<file path="config.mk">
export PLATFORM = sky130hd
export DESIGN_NAME = firebird7_in_gate1_tessent_data_tdr_w19
export DESIGN_NICKNAME = d
export VERILOG_FILES = /design/src/rtl/firebird7_in_gate1_tessent_data_tdr_w19.sv
export SDC_FILE = /design/constraint.sdc
export NUM_CORES = 1
export LEC_CHECK = 0
export ABC_AREA = 1
export BUFFER_PORTS_ARGS = -buffer_cell sky130_fd_sc_hd__buf_2
export CAP_MARGIN = 15
export CELL_PAD_IN_SITES_DETAIL_PLACEMENT = 0
export CELL_PAD_IN_SITES_GLOBAL_PLACEMENT = 1
export CORE_AREA = 2 2 74 76
export DETAILED_ROUTE_END_ITERATION = 16
export DIE_AREA = 0 0 76 78
export GPL_ROUTABILITY_DRIVEN = 0
export PLACE_DENSITY = 0.87
export SLEW_MARGIN = 15
export SYNTH_ARGS = -nofsm -noshare
export SYNTH_HDL_FRONTEND = slang
export SYNTH_SLANG_ARGS = --single-unit
</file>
<file path="constraint.sdc">
create_clock -name ijtag_tck -period 1 [get_ports ijtag_tck]
set_input_delay 0.05 -clock ijtag_tck [delete_from_list [all_inputs] [get_ports ijtag_tck]]
set_output_delay 0.05 -clock ijtag_tck [all_outputs]
set_load 0.01 [all_outputs]
</file>
<file path="src/rtl/firebird7_in_gate1_tessent_data_tdr_w19.sv">
// IJTAG data TDR for the gate1 19-bit mux: scan-loaded select + data word, captures the functional bus.
// Optional shift-length checking is built when FIREBIRD7_TDR_SHIFT_CHECK_EN is defined.
module firebird7_in_gate1_tessent_data_tdr_w19 #(
    parameter int unsigned      WIDTH      = 19,
    parameter logic [WIDTH-1:0] RESET_DATA = '0
) (
    input  logic             ijtag_tck,
    input  logic             ijtag_reset,
    input  logic             ijtag_sel,
    input  logic             ijtag_ce,
    input  logic             ijtag_se,
    input  logic             ijtag_ue,
    input  logic             ijtag_si,
    output logic             ijtag_so,
    input  logic [WIDTH-1:0] functional_data_in,
    output logic             ijtag_select,
`ifdef FIREBIRD7_TDR_SHIFT_CHECK_EN
    output logic             shift_err,
`endif
    output logic [WIDTH-1:0] ijtag_data_out
);

    logic [WIDTH:0] shift_reg;
    logic           update_ok;

    assign ijtag_so = shift_reg[0];

    always_ff @(posedge ijtag_tck) begin
        if (!ijtag_reset) begin
            shift_reg <= '0;
        end else if (ijtag_sel) begin
            if (ijtag_ce) begin
                shift_reg <= {ijtag_select, functional_data_in};
            end else if (ijtag_se) begin
                shift_reg <= {ijtag_si, shift_reg[WIDTH:1]};
            end
        end
    end

`ifdef FIREBIRD7_TDR_SHIFT_CHECK_EN
    localparam int unsigned CNT_W = $clog2(WIDTH + 2);

    logic [CNT_W-1:0] shift_cnt;

    // An update is only trusted after exactly one full register length of shifting.
    always_comb begin
        update_ok = (shift_cnt == CNT_W'(WIDTH + 1));
    end

    always_ff @(posedge ijtag_tck) begin
        if (!ijtag_reset) begin
            shift_cnt <= '0;
            shift_err <= 1'b0;
        end else if (ijtag_sel) begin
            if (ijtag_ce) begin
                shift_cnt <= '0;
            end else if (ijtag_se) begin
                if (shift_cnt != '1) begin
                    shift_cnt <= shift_cnt + 1'b1;
                end
            end else if (ijtag_ue) begin
                shift_cnt <= '0;
                if (!update_ok) begin
                    shift_err <= 1'b1;
                end
            end
        end
    end
`else
    always_comb begin
        update_ok = 1'b1;
    end
`endif

    always_ff @(posedge ijtag_tck) begin
        if (!ijtag_reset) begin
            ijtag_select   <= 1'b0;
            ijtag_data_out <= RESET_DATA;
        end else if (ijtag_sel && !ijtag_ce && !ijtag_se && ijtag_ue && update_ok) begin
            ijtag_select   <= shift_reg[WIDTH];
            ijtag_data_out <= shift_reg[WIDTH-1:0];
        end
    end

endmodule
</file>
==> run_results.csv <==
group,metric,value,unit
sta,finalMaxSlewViolations,0,
logic_synthesis,synth_cell_type_count,13,
route,num_vias,1780,
logic_synthesis,syn_nets,311,
finish,multiInputGateArea,857,µm²
grt,overflow,0,
finish,drive_above_1_share,19.3,%
logic_synthesis,synth_top_area_share,41.8,%
sta,hold_viol_final,0,
clocking,cts_tree,"done",
die,rows,26,
sta,period_minus_slack,0.829,ns
logic_synthesis,synth-seq-cells,40,
power_and_ir_drop,leakage,1.13,nW
sta,timing.fmax,1210,MHz
route,drt_first_pass_iters,4,
route,drt-total-wl,4290,µm
finish,register_area,801,µm²
finish,antennaDiodeCount,0,
sta,fin_setup_tns,0,ns
clocking,cts_setup_buffers,0,
clocking,htreeDepth,2,
logic_synthesis,synth_area,0.00191,mm²
logic_synthesis,synth_cells,285,
logic_synthesis,synth_warnings,0,
critical_path,crit_buf_inv,1,
die,io_pins,47,
finish,largest_reg_flops,20,
sta,rsz0062_at_grt,"no",
route,drcViolationCount,0,
sta,clock_skew,0.00143,ns
finish,fin_nets,353,
clocking,cts_made_buffers,5,
route,vias_per_cell,4.48,
grt,antenna_found_initial,0,
logic_synthesis,synth_ff_type,"dfxtp_1",
logic_synthesis,ys_seq_area_share,41.8,%
grt,grt_pass1_wl,7290,µm
critical_path,worst_path_max_delay_cell,"dfxtp_1",
die,chipHeight,78,µm
clocking,clk_pin_slew,0.07,ns
logic_synthesis,yosys.area.top_type,"dfxtp_1",
worst_hold_path,min_path_type,"in2reg",
die,die-area,0.00593,mm²
critical_path,max_stage_delay,0.36,ns
sta,worstMarginPinSlew,0.225,ns
logic_synthesis,synth.avg_cell_area,6.72,µm²
critical_path,crit_type,"reg2out",
clocking,cts-root-buf,"clkbuf_8",
sta,maxSlewHeadroom,85.0,%
critical_path,cp.required,0.95,ns
power_and_ir_drop,fin_total_pwr,3.29,mW
critical_path,path_delay_family,"flip-flops",
sta,finalSetupViolations,0,
grt,grtUsageTotal,14.9,%
clocking,cts_hold_buf,0,
sta,period_share,82.9,%
logic_synthesis,synthTopCellsByArea,"dfxtp_1, nand2_1, nor2_1, buf_6, a21oi_1",
power_and_ir_drop,irDropWorstVdd,0.840,mV
grt,grt_pass1_vias,1673,
critical_path,critPathLaunchType,"flip-flop",
run,cap_violations,0,
finish,syn2layout_area_growth,19.0,%
die,start_util,38.0,%
route,drtIter0Drc,98,
route,ant_nets,0,
status,status,"completed",
critical_path,crit_path_max_fanout,3,
logic_synthesis,ys_top_cells_by_count,"nand2_1, nor2_1, dfxtp_1",
clocking,cts.sinks,40,
placed_design,port_buffers,46,
logic_synthesis,yosys.cell_count.top_type,"nand2_1",
critical_path,endpoint_kind,"primary output",
clocking,clk_latency,0.28,ns
die,die_w,76,µm
critical_path,arrival,0.78,ns
logic_synthesis,synth-async-reset-ratio,0,%
clocking,ctsResizeCount,0,
clocking,cts.path.max_buffers,2,
critical_path,cp_cell_sequence,"buf_2",
die,core,0.00504,mm²
logic_synthesis,synth-edff-count,0,
finish,nFillCells,556,
power_and_ir_drop,power_density,1440,mW/mm²
route,routedWlPerCell,10.8,µm
grt,grt_max_degree,41,
placed_design,dp_hpwl,2910,µm
[cell usage in the layout, fill, tap and decap left out]
| cell | n |
|---|---|
| clkinv_2 | 1 |
| inv_1 | 22 |
| clkbuf_8 | 5 |
| buf_2 | 46 |
| o21ai_1 | 12 |
| clkbuf_1 | 1 |
| dfxtp_1 | 40 |
| nand3_1 | 20 |
| nand2_1 | 81 |
| o21ai_4 | 1 |
| a21oi_1 | 20 |
| nor2_4 | 1 |
| nor2_1 | 60 |
| buf_4 | 3 |
| o21ai_0 | 8 |
| buf_12 | 6 |
[final timing paths]
path	depth (start not counted)	to	slack, ns	startpoint
worst max-delay path	1	ijtag_select	0.17	ijtag_select$_SDFFE_PN0P_
worst min-delay path	5	shift_reg[13]$_SDFFE_PN0P_	0.10	functional_data_in[13]
worst max register to register	4	shift_reg[17]$_SDFFE_PN0P_	0.27	shift_reg[18]$_SDFFE_PN0P_
worst min register to register	2	ijtag_data_out[14]$_SDFFE_PN0P_	0.47	ijtag_data_out[14]$_SDFFE_PN0P_
[tightest hold or removal path, delay by kind of cell]
kind | cells | cell delay [ns]
and+or+nand+nor | 3 | 0.16
AOI/OAI and AO/OA | 1 | 0.06
buffers and inverters | 1 | 0.08
[cell families after synthesis]
logic type | after synthesis | share of synthesized area [%]
buffers and inverters | 42 | 13.4
AND/OR/NAND/NOR | 162 | 33.5
flip-flops | 40 | 41.8
AO/OA/AOI/OAI | 41 | 11.3
[metal layers]
metal	track usage, %	vias to the layer above	wire [µm]
li1	-	961	-
met1	18.5	782	2130
met2	26.3	35	1980
met3	3.49	2	170
met4	3.27	0	10
met5	0	-	0
[metrics by stage]
step	instances	hold slack [ns]	area (µm²)	util, %	worst slack [ns]
6_report	397	0.103	2280	45.2	0.171
5_1_grt	397	0.122	2280	45.2	0.114
4_1_cts	397	0.0916	2280	45.2	0.156
3_5_place_dp	390	0.387	2200	43.6	0.105
3_3_place_gp	390	0.386	2200	43.6	0.122
2_1_floorplan	285	0.285	1910	-	0.327
[area by class of cell]
class	count	share of cell area, %
clock buffer	6	3.19
sequential	40	35.1
multi-input combinational	203	37.6
clock inverter	1	0.220
inverter	22	3.62
tap	70	3.84
timing repair buffer	55	16.4
[power by group]
group | switching, mW | internal (mW)
clock network | 0.519 | 0.474
logic | 0.345 | 0.236
registers | 0.0286 | 1.68
total | 0.893 | 2.39
No activity file was read; power rests on OpenSTA's default activity.
